==> src/rtl/amba_axi4_stream_seda_pkg.sv <==
// Shared definitions for the AXI4-Stream packet source: integration
// defaults for the stream widths, the source state encoding and the
// seed of the optional stall LFSR.
package amba_axi4_stream_seda_pkg;

   localparam int AXI4_STREAM_DATA_WIDTH_BYTES = 4;
   localparam int AXI4_STREAM_ID_WIDTH         = 4;
   localparam int AXI4_STREAM_DEST_WIDTH       = 4;
   localparam int AXI4_STREAM_USER_WIDTH       = 1;

   localparam logic [15:0] PKT_SRC_LFSR_SEED = 16'hACE1;

   typedef enum logic {
      IDLE = 1'b0,
      SEND = 1'b1
   } pkt_src_state_e;

endpackage

==> src/rtl/amba_axi4_stream_pkt_src_lfsr.sv <==
// 16-bit Fibonacci LFSR, polynomial x^16+x^14+x^13+x^11+1 (maximal length).
// Steps every cycle; used to insert random single-cycle TVALID gaps.
module amba_axi4_stream_pkt_src_lfsr
   import amba_axi4_stream_seda_pkg::*;
(
   input  logic        clk_i,
   input  logic        rst_i,
   output logic [15:0] lfsr_o
);

   logic [15:0] lfsr_q;
   logic [15:0] lfsr_d;

   // Right-shifting form: taps 0,2,3,5 feed back into bit 15.
   always_comb begin
      lfsr_d = {lfsr_q[0] ^ lfsr_q[2] ^ lfsr_q[3] ^ lfsr_q[5], lfsr_q[15:1]};
   end

   // Free-running register, reloaded with the seed on reset.
   always_ff @(posedge clk_i) begin
      if (rst_i) lfsr_q <= PKT_SRC_LFSR_SEED;
      else       lfsr_q <= lfsr_d;
   end

   assign lfsr_o = lfsr_q;

endmodule

==> src/rtl/amba_axi4_stream_pkt_src.sv <==
// Command-driven AXI4-Stream packet source. Each accepted command with a
// non-zero length becomes one packet whose byte k is (seed+k) mod 256.
// Handshake: a beat transfers on the rising edge where TVALID && TREADY;
// once TVALID is high every stream output holds until that edge, and a
// command is taken on the edge where cmd_valid && cmd_ready.
// Optional macro AXI4S_PKT_SRC_STALL_EN inserts LFSR-driven one-cycle
// TVALID gaps after non-last beats.
module amba_axi4_stream_pkt_src
   import amba_axi4_stream_seda_pkg::*;
#(
   parameter int DATA_BYTES = AXI4_STREAM_DATA_WIDTH_BYTES,
   parameter int ID_WIDTH   = AXI4_STREAM_ID_WIDTH,
   parameter int DEST_WIDTH = AXI4_STREAM_DEST_WIDTH,
   parameter int USER_WIDTH = AXI4_STREAM_USER_WIDTH,
   parameter int LEN_WIDTH  = 16
) (
   input  logic                    ACLK,
   input  logic                    ARESET,
   input  logic                    cmd_valid,
   output logic                    cmd_ready,
   input  logic [LEN_WIDTH-1:0]    cmd_len,
   input  logic [7:0]              cmd_seed,
   input  logic [ID_WIDTH-1:0]     cmd_id,
   input  logic [DEST_WIDTH-1:0]   cmd_dest,
   output logic [DATA_BYTES*8-1:0] TDATA,
   output logic [DATA_BYTES-1:0]   TSTRB,
   output logic [DATA_BYTES-1:0]   TKEEP,
   output logic                    TLAST,
   output logic [ID_WIDTH-1:0]     TID,
   output logic [DEST_WIDTH-1:0]   TDEST,
   output logic [USER_WIDTH-1:0]   TUSER,
   output logic                    TVALID,
   input  logic                    TREADY,
   output logic                    busy,
   output logic [15:0]             pkt_count
);

   localparam int DW = DATA_BYTES * 8;
   localparam int CW = LEN_WIDTH + 1;

   pkt_src_state_e          state_q;
   logic [CW-1:0]           beats_left_q;   // beats still to present after the current one
   logic [7:0]              base_q;         // byte value of lane 0 in the next beat
   logic [DATA_BYTES-1:0]   last_keep_q;
   logic                    stall_q;
   logic [DW-1:0]           tdata_q;
   logic [DATA_BYTES-1:0]   tkeep_q;
   logic                    tlast_q;
   logic [ID_WIDTH-1:0]     tid_q;
   logic [DEST_WIDTH-1:0]   tdest_q;
   logic [USER_WIDTH-1:0]   tuser_q;
   logic                    tvalid_q;
   logic [15:0]             pkt_count_q;

   logic [CW-1:0]           len_ext;
   logic [CW-1:0]           acc_nbeats;
   logic [CW-1:0]           acc_rem;
   logic [DATA_BYTES-1:0]   acc_last_keep;
   logic [DATA_BYTES-1:0]   acc_first_keep;
   logic                    nxt_last;
   logic [DATA_BYTES-1:0]   nxt_keep;
   logic                    hs;
   logic                    stall_req;

   // Lanes with keep set carry base+lane, the rest are zero.
   function automatic logic [DW-1:0] beat_data(input logic [7:0] base,
                                               input logic [DATA_BYTES-1:0] keep);
      logic [DW-1:0] d;
      d = '0;
      for (int i = 0; i < DATA_BYTES; i++) begin
         d[8*i +: 8] = keep[i] ? (base + 8'(i)) : 8'h00;
      end
      return d;
   endfunction

`ifdef AXI4S_PKT_SRC_STALL_EN
   logic [15:0] lfsr;

   amba_axi4_stream_pkt_src_lfsr u_lfsr (
      .clk_i  (ACLK),
      .rst_i  (ARESET),
      .lfsr_o (lfsr)
   );

   assign stall_req = lfsr[0];
`else
   assign stall_req = 1'b0;
`endif

   // Command decode (beat count and last-beat lane mask) and next-beat shape.
   always_comb begin
      len_ext    = {1'b0, cmd_len};
      acc_nbeats = (len_ext + CW'(DATA_BYTES - 1)) / CW'(DATA_BYTES);
      acc_rem    = len_ext % CW'(DATA_BYTES);
      acc_last_keep = '0;
      for (int i = 0; i < DATA_BYTES; i++) begin
         acc_last_keep[i] = (acc_rem == '0) || (CW'(i) < acc_rem);
      end
      acc_first_keep = (acc_nbeats == CW'(1)) ? acc_last_keep : '1;
      nxt_last = (beats_left_q == CW'(1));
      nxt_keep = nxt_last ? last_keep_q : '1;
      hs       = tvalid_q && TREADY;
   end

   // Source FSM with all stream outputs registered.
   always_ff @(posedge ACLK) begin
      if (ARESET) begin
         state_q      <= IDLE;
         beats_left_q <= '0;
         base_q       <= '0;
         last_keep_q  <= '0;
         stall_q      <= 1'b0;
         tdata_q      <= '0;
         tkeep_q      <= '0;
         tlast_q      <= 1'b0;
         tid_q        <= '0;
         tdest_q      <= '0;
         tuser_q      <= '0;
         tvalid_q     <= 1'b0;
         pkt_count_q  <= '0;
      end else begin
         case (state_q)
            IDLE: begin
               stall_q <= 1'b0;
               // Zero-length commands are accepted and simply dropped.
               if (cmd_valid && (cmd_len != '0)) begin
                  state_q      <= SEND;
                  tvalid_q     <= 1'b1;
                  tuser_q      <= USER_WIDTH'(1);
                  tid_q        <= cmd_id;
                  tdest_q      <= cmd_dest;
                  tkeep_q      <= acc_first_keep;
                  tdata_q      <= beat_data(cmd_seed, acc_first_keep);
                  tlast_q      <= (acc_nbeats == CW'(1));
                  beats_left_q <= acc_nbeats - CW'(1);
                  base_q       <= cmd_seed + 8'(DATA_BYTES);
                  last_keep_q  <= acc_last_keep;
               end
            end
            SEND: begin
               if (stall_q) begin
                  // Gap cycle over: present the beat already loaded.
                  tvalid_q <= 1'b1;
                  stall_q  <= 1'b0;
               end else if (hs) begin
                  if (tlast_q) begin
                     state_q     <= IDLE;
                     tvalid_q    <= 1'b0;
                     tlast_q     <= 1'b0;
                     tuser_q     <= '0;
                     tdata_q     <= '0;
                     tkeep_q     <= '0;
                     pkt_count_q <= pkt_count_q + 16'd1;
                  end else begin
                     tdata_q      <= beat_data(base_q, nxt_keep);
                     tkeep_q      <= nxt_keep;
                     tlast_q      <= nxt_last;
                     tuser_q      <= '0;
                     beats_left_q <= beats_left_q - CW'(1);
                     base_q       <= base_q + 8'(DATA_BYTES);
                     tvalid_q     <= !stall_req;
                     stall_q      <= stall_req;
                  end
               end
            end
            default: state_q <= IDLE;
         endcase
      end
   end

   assign cmd_ready = (state_q == IDLE);
   assign busy      = (state_q == SEND);
   assign TDATA     = tdata_q;
   assign TKEEP     = tkeep_q;
   assign TSTRB     = tkeep_q;
   assign TLAST     = tlast_q;
   assign TID       = tid_q;
   assign TDEST     = tdest_q;
   assign TUSER     = tuser_q;
   assign TVALID    = tvalid_q;
   assign pkt_count = pkt_count_q;

endmodule

==> config.mk <==
export PLATFORM = sky130hd
export DESIGN_NAME = amba_axi4_stream_pkt_src
export DESIGN_NICKNAME = d
export VERILOG_FILES = /design/src/rtl/amba_axi4_stream_seda_pkg.sv /design/src/rtl/amba_axi4_stream_pkt_src_lfsr.sv /design/src/rtl/amba_axi4_stream_pkt_src.sv
export SDC_FILE = /design/constraint.sdc
export NUM_CORES = 1
export LEC_CHECK = 0
export ABC_CLOCK_PERIOD_IN_PS = 6700
export CORE_MARGIN = 10
export CORE_UTILIZATION = 25
export DETAILED_ROUTE_END_ITERATION = 10
export HOLD_SLACK_MARGIN = 0.02
export PLACE_DENSITY_LB_ADDON = 0.12
export SYNTH_ARGS = -nofsm -noshare
export SYNTH_HDL_FRONTEND = slang
export SYNTH_SLANG_ARGS = --single-unit
==> constraint.sdc <==
create_clock -name ACLK -period 6.7 [get_ports ACLK]
set_input_delay 1.34 -clock ACLK [delete_from_list [all_inputs] [get_ports ACLK]]
set_output_delay 1.34 -clock ACLK [all_outputs]
set_load 0.05 [all_outputs]
==> out/qor.txt, run 1 <==
cell area power density - 212.7 mW/mm2
share of flip-flops with an asynchronous set or reset after synthesis - 0%
std cell rows - 56
post-detailed-placement cell area - 0.007146 mm2
share of total power in the clock network - 33.1%
outcome - finished clean
final non-filler cell total - 1166
via count of the first global-routing pass - 5738
count of final setup violators - 0
wire length of the first global-routing pass - 32.89 mm
initial antenna violation count - 0
layout cell share with drive strength beyond 1 - 5.667%
worst relative slew slack - 29.57%
Power Total - 1.581 mW
setup_tns - 0 ns
CP endpoint - TDATA[12]
detailed-router iteration count before antenna repair - 4
Num Clock Sinks - 93
TritonCTS clock tree - built
Syn-to-layout area delta - 25.89%
Hold Vio Cnt, Final - 0
number of nets in the final layout - 894
deepest level of the CTS H-tree - 3
vias post-DR - 5718
clock insertion delay at the later pin of the skew report - 0.36 ns
maximum number of pins on one net before global-route repair - 61
count of state elements after synthesis - 93
destination of the worst register-to-register timing path - TDATA[11]
final standard cell area without fillers - 0.007435 mm2
kind of end point of the critical path - register
Global Route Usage Sum - 13.43%
root cell of the clock tree - clkbuf_16
Congestion Overflow GR - 0
synthesized area - 0.005906 mm2
relative contribution of combinational cells to total power - 27.4%
placed instance count - 1150
number of setup buffers added after CTS - 0
switching part of the total power - 36.72%
EDFF count, synth - 0
Post-DP HPWL - 15.11 mm
cells on worst reg2reg path - 7
met1 demand-to-capacity share in global routing - 17.97%
Synth Instances - 773
1st-iter DRT viols - 296
y dimension of the die - 173.7 um
Post-Syn Area per Cell - 7.640 um2
RSZ-0062 raised after global routing - no
clk_skew - 0.01180 ns
register share of total power - 39.6%
Top Usage Layer GRT - met2
die span in x - 173.7 um
average vias per placed instance - 4.904
count of yosys warnings during synthesis - 0
timing startpoint of the critical path - cmd_len[4]
clock period minus final worst setup slack - 4.665 ns
CTS hold repair buffers - 0
Initial Util - 25.31%
Arrival @ worst endpoint - 4.94 ns
Data required, critical path - 6.98 ns
met2 Resource Use GR - 21.34%
Max Slew Vio Count - 0
power spent charging and discharging nets - 0.5807 mW
DRT Wirelength - 20.59 mm
slew at the pin closest to its max-slew limit - 1.053 ns
core region area - 0.02333 mm2
synthesized netlist net count - 825
P_int - 1.001 mW
number of buffer cells added on primary ports - 104
antenna violation net count after detailed routing - 0
VDD IR max - 0.09961 mV
number of buffers inserted during clock tree synthesis - 9
final period utilization - 69.63%
average wire per cell in the routed design - 17.66 um
max-cap check violation count - 0
Post-CTS Resized - 0
die area - 0.03017 mm2
Clock Path Buffers - 2
leakage power - 2.566 nW
FF-to-FF Start - beats_left_q[11]
met3 track demand over resource in global routing - 2.897%
Crit Path Class - in2reg
sequential cell area fraction in the yosys report - 31.53%
Reg clk slew, reported paths - 0.08 ns
peak clock frequency supported by timing - 214.3 MHz
Finished Core Util - 31.86%
number of top-level pins - 105
internal reg-to-reg setup slack - 3.59 ns
antenna diode count - 0
final-layout fill cell count - 2570
Yosys cell types - 73
Post-synth top flop - dfxtp_1
final estimated routing congestion in global placement - 0.8088
drt drc - 0
Startpoint Class - input pin
biggest fanout along the worst timing path - 60
type of the most critical hold path - reg2reg
==> worst max-delay path, stage by stage <==
cell and delay (ns):
clkdlybuf4s50_1 0.60, or3_1 0.48, or4_4 0.58, o211ai_4 0.49, nand2_2 0.72, o21ai_1 0.38
o22ai_1 0.11, nor3_1 0.19
==> Yosys cell counts, types with 7 or more instances <==
library cell	count	share of area, %
o211ai_1	12	1.5
nand4_1	8	0.85
o21ai_0	59	5.0
a21oi_1	66	5.6
nand3_1	28	2.4
nor2_1	76	4.8
a211oi_1	7	0.89
dfxtp_1	93	32
and3_1	11	1.2
xnor2_1	36	5.3
o21ai_1	16	1.4
inv_1	22	1.4
or4_1	7	0.89
nor3_1	26	2.2
or3_1	7	0.74
a31oi_1	9	0.95
o22ai_1	15	1.6
xor2_1	31	4.6
ha_1	16	3.4
a22oi_1	7	0.89
nand2_1	79	5.0
clkbuf_1	32	2.0
==> metrics by stage <==
stage | worst slack [ns] | hold WS, ns
final | 2.035 | 0.4562
after global routing | 1.661 | 0.4876
after CTS | 1.993 | 0.4630
after detailed placement | 1.620 | 0.4500
after global placement | 1.711 | 0.4439
after floorplan | 3.159 | 0.4363
==> registers in the layout, indices dropped and copies added, names as in the netlist, 4 cells and up <==
| signal | cells |
|---|---|
| beats_left_q | 17 |
| pkt_count | 16 |
| TID | 4 |
| TDATA | 32 |
| TDEST | 4 |
| last_keep_q | 4 |
| TKEEP | 4 |
| base_q | 8 |
==> power groups by stage <==
stage          clock [mW]  sequential, mW  combinational, mW
3_3_place_gp            0           0.640              0.437
4_1_cts             0.543           0.626              0.438
6_report            0.523           0.626              0.433
2_1_floorplan           0           0.708              0.215
3_5_place_dp            0           0.639              0.437
5_1_grt             0.561           0.632              0.473
==> placed cells by master, fill, tap and decap left out, types with 3 or more instances in the layout <==
| cell | count |
|---|---|
| a221oi_1 | 4 |
| buf_4 | 4 |
| nand2b_1 | 5 |
| mux2i_1 | 4 |
| a22oi_1 | 7 |
| o31ai_1 | 3 |
| nor4_1 | 6 |
| o221ai_1 | 3 |
| a21oi_1 | 66 |
| a31oi_4 | 3 |
| inv_8 | 3 |
| nor3_1 | 26 |
| dfxtp_1 | 93 |
| nand4_1 | 8 |
| a31oi_1 | 9 |
| a21o_1 | 3 |
| ha_1 | 16 |
| clkdlybuf4s50_1 | 103 |
| o211ai_1 | 12 |
| inv_1 | 22 |
| nand3_1 | 28 |
| o21ai_0 | 59 |
| or3_1 | 7 |
| xor2_1 | 31 |
| o21ai_1 | 16 |
| clkbuf_16 | 9 |
| o22ai_1 | 15 |
| nor2b_1 | 6 |
| nand2_1 | 79 |
| xnor2_1 | 36 |
| and2_1 | 5 |
| or4_1 | 7 |
| and3_1 | 11 |
| a211oi_1 | 7 |
| nor2_1 | 76 |
==> kinds of logic (layout without fill, tap and decap cells) <==
| group | Yosys count | in the layout | share of synthesized area [%] |
|---|---|---|---|
| AOI/OAI and AO/OA | 229 | 229 | 24.49 |
| xor gates and xnor gates | 67 | 67 | 9.936 |
| adders and majority gates | 16 | 16 | 3.390 |
| buffers and inverters | 73 | 147 | 5.275 |
| DFF | 93 | 93 | 31.53 |
| muxes | 6 | 6 | 1.059 |
| and+or+nand+nor | 289 | 289 | 24.32 |
==> worst min-delay path by stage <==
stage                              start              to  slack [ns]  cells after the start
after floorplan           last_keep_q[3]  last_keep_q[3]        0.44                      2
after global placement             TUSER           TUSER        0.44                      2
after detailed placement           TUSER           TUSER        0.45                      2
after CTS                       TDEST[0]        TDEST[0]        0.46                      2
after global routing            TDEST[3]        TDEST[3]        0.49                      2
final                           TDEST[0]        TDEST[0]        0.46                      2
==> cell type report <==
type	instances	area [um2]	share of cell area, %
clock inverters	7	63.81	0.8583
flip-flops and latches	93	1862	25.04
multi-input cells	607	3732	50.20
repair buffers	108	1066	14.34
clock buffers	9	225.2	3.029
inverters	23	86.33	1.161
well taps	319	399.1	5.369
==> routing by layer <==
layer  share of wire, %  routed length (um)
met1                 49               10040
met2                 45                9242
met5                  0                   0
met3                5.2                1071
met4                1.1                 233
No activity file was read; power rests on OpenSTA's default activity.
==> inputs of run 2 (changes only) <==
--- a/config.mk
+++ b/config.mk
@@ -5,7 +5,7 @@
 export SDC_FILE = /design/constraint.sdc
 export NUM_CORES = 1
 export LEC_CHECK = 0
-export ABC_CLOCK_PERIOD_IN_PS = 6700
+export ABC_CLOCK_PERIOD_IN_PS = 4600
 export CORE_MARGIN = 10
 export CORE_UTILIZATION = 25
 export DETAILED_ROUTE_END_ITERATION = 10
==> constraint.sdc (replaced) <==
create_clock -name ACLK -period 4.6 [get_ports ACLK]
set_input_delay 0.92 -clock ACLK [delete_from_list [all_inputs] [get_ports ACLK]]
set_output_delay 0.92 -clock ACLK [all_outputs]
set_load 0.05 [all_outputs]
==> out/qor.txt, run 2 (synthesis results as in run 1) <==
clock period minus final worst setup slack - 3.839 ns
register share of total power - 39.7% (about the same)
kind of end point of the critical path - register
Syn-to-layout area delta - 26.99%
Max Slew Vio Count - 0 (unchanged)
average vias per placed instance - 4.904 (about the same)
power spent charging and discharging nets - 0.8386 mW (+44%)
VDD IR max - 0.1520 mV (+53%)
DRT Wirelength - 20.53 mm (-0.31%)
Congestion Overflow GR - 0 (unchanged)
Hold Vio Cnt, Final - 0 (unchanged)
final period utilization - 83.46%
antenna violation net count after detailed routing - 0 (unchanged)
CP peak stage delay - 0.70 ns (-0.02 ns)
wire length of the first global-routing pass - 32.72 mm (-0.53%)
Arrival @ worst endpoint - 4.11 ns (-0.83 ns)
biggest fanout along the worst timing path - 8 (-87%)
Startpoint Class - input pin
number of flip-flops in the largest register - 32 (unchanged)
average wire per cell in the routed design - 17.48 um (-0.99%)
count of final setup violators - 0 (unchanged)
via count of the first global-routing pass - 5593 (-2.5%)
maximum number of pins on one net before global-route repair - 70 (+15%)
Data required, critical path - 4.87 ns (-2.11 ns)
vias post-DR - 5757 (+0.68%)
highest metal layer with signal wires - met4
DR WL met3 - 968 um (-9.6%)
die span in x - 173.7 um (unchanged)
Post-CTS Resized - 0 (unchanged)
clk_skew - 0.01026 ns (-0.001537 ns)
Post-DP HPWL - 15.10 mm (-0.11%)
Num Clock Sinks - 93 (unchanged)
cell area power density - 306.7 mW/mm2 (+44%)
y dimension of the die - 173.7 um (unchanged)
type of the most critical hold path - reg2reg
number of buffers inserted during clock tree synthesis - 9 (unchanged)
detailed-routing wirelength on met1 - 10.10 mm (+0.56%)
Reg clk slew, reported paths - 0.08 ns (about the same)
commonest cells after routing, fill and taps aside - clkdlybuf4s50_1, dfxtp_1, nand2_1
layout cell share with drive strength beyond 1 - 6.550% (+0.88 points)
worst-case setup slack after placement - 0.3976 ns (-1.222 ns)
std cell rows - 56 (unchanged)
most common library cell in the layout ignoring fill and taps - clkdlybuf4s50_1
slew at the pin closest to its max-slew limit - 1.067 ns (+0.01416 ns)
drt drc - 0 (unchanged)
final setup slack of the worst path - 0.7610 ns (-1.274 ns)
slowest cell on the critical path - nor4_1
RSZ-0062 raised after global routing - no
TritonCTS clock tree - built
leakage power - 2.606 nW (+1.6%)
setup_tns - 0 ns (unchanged)
root cell of the clock tree - clkbuf_16
Global Route Usage Sum - 13.29% (-0.15 points)
P_int - 1.461 mW (+46%)
Clock Path Buffers - 2 (unchanged)
core region area - 0.02333 mm2 (unchanged)
amount of wire on met2 after detailed routing - 9.289 mm (+0.51%)
1st-iter DRT viols - 295 (-0.34%)
Crit Path Class - in2reg
max-cap check violation count - 0 (unchanged)
number of top-level pins - 105 (unchanged)
CTS hold repair buffers - 0 (unchanged)
number of buffer cells added on primary ports - 104 (unchanged)
share of total power in the clock network - 32.8% (-0.3 points)
peak clock frequency supported by timing - 260.5 MHz
outcome - finished clean
relative contribution of combinational cells to total power - 27.6% (+0.2 points)
worst relative slew slack - 28.80% (-0.77 points)
final estimated routing congestion in global placement - 0.7980 (-1.3%)
clock insertion delay at the later pin of the skew report - 0.36 ns (about the same)
number of nets in the final layout - 902 (+0.89%)
detailed-router iteration count before antenna repair - 4 (unchanged)
antenna diode count - 0 (unchanged)
initial antenna violation count - 0 (unchanged)
crit path cell chain - clkdlybuf4s50_1, inv_1, ha_1, nand3b_1, nor4_1, a21oi_1, o2111a_4, a31oi_4, nor2_1, a211oi_1
Initial Util - 25.31% (unchanged)
switching part of the total power - 36.46% (-0.25 points)
die area - 0.03017 mm2 (unchanged)
number of setup buffers added after CTS - 0 (unchanged)
deepest level of the CTS H-tree - 3 (unchanged)
==> run 2: changes by cell type in the layout (fill, tap and decap cells not counted), sizes merged <==
cell	delta
buf	+8
clkinv	+2
inv	-2
==> run 2: path summary, 6_finish.rpt <==
kind	start	to	slack (ns)	depth (start not counted)
hold reg to reg	TID[1]	TID[1]	0.45	2
setup reg to reg	beats_left_q[11]	TDATA[11]	1.59	7
hold / removal	TID[1]	TID[1]	0.45	2
setup / recovery	cmd_len[0]	TDATA[10]	0.76	10
==> run 2: area by class of cell <==
| type | instances | area (um2) |
|---|---|---|
| fill | 2525 | 15830 |
| clock buffer | 9 | 225.2 |
| sequential | 93 | 1862 |
| multi-input combinational | 607 | 3732 |
| tap | 319 | 399.1 |
| clock inverter | 7 | 68.82 |
| inverter | 23 | 86.33 |
| timing repair buffer | 116 | 1126 |
==> run 2: critical path: cells and delay by family <==
kind            cells  cell delay (ns)
compound gates      4             1.11
fa+ha+maj           1             0.29
simple gates        3             1.13
buf+inv             2             0.64
==> run 2: per-stage QoR <==
stage / power, mW / instances / area, um2 / util (%) / hold slack [ns]
after floorplan: 1.345 / 773 / 5906 / - / 0.4363
after global placement: 1.573 / 1158 / 7206 / 30.88 / 0.4438
after detailed placement: 1.570 / 1158 / 7206 / 30.88 / 0.4463
after CTS: 2.343 / 1174 / 7500 / 32.14 / 0.4583
after global routing: 2.425 / 1174 / 7500 / 32.14 / 0.4739
final: 2.300 / 1174 / 7500 / 32.14 / 0.4539
==> run 2: power groups by stage <==
stage	Clock, mW	Combinational, mW	Sequential [mW]
after global routing	0.815	0.689	0.921
final	0.754	0.634	0.912
after CTS	0.790	0.640	0.912
after global placement	0	0.642	0.931
after floorplan	0	0.314	1.03
after detailed placement	0	0.639	0.931
==> run 2: routing by layer <==
| layer | GRT usage, % | vias to the layer above |
|---|---|---|
| li1 | - | 2917 |
| met1 | 17.56 | 2716 |
| met2 | 21.52 | 115 |
| met3 | 3.006 | 9 |
| met4 | 2.993 | 0 |
| met5 | 0 | - |
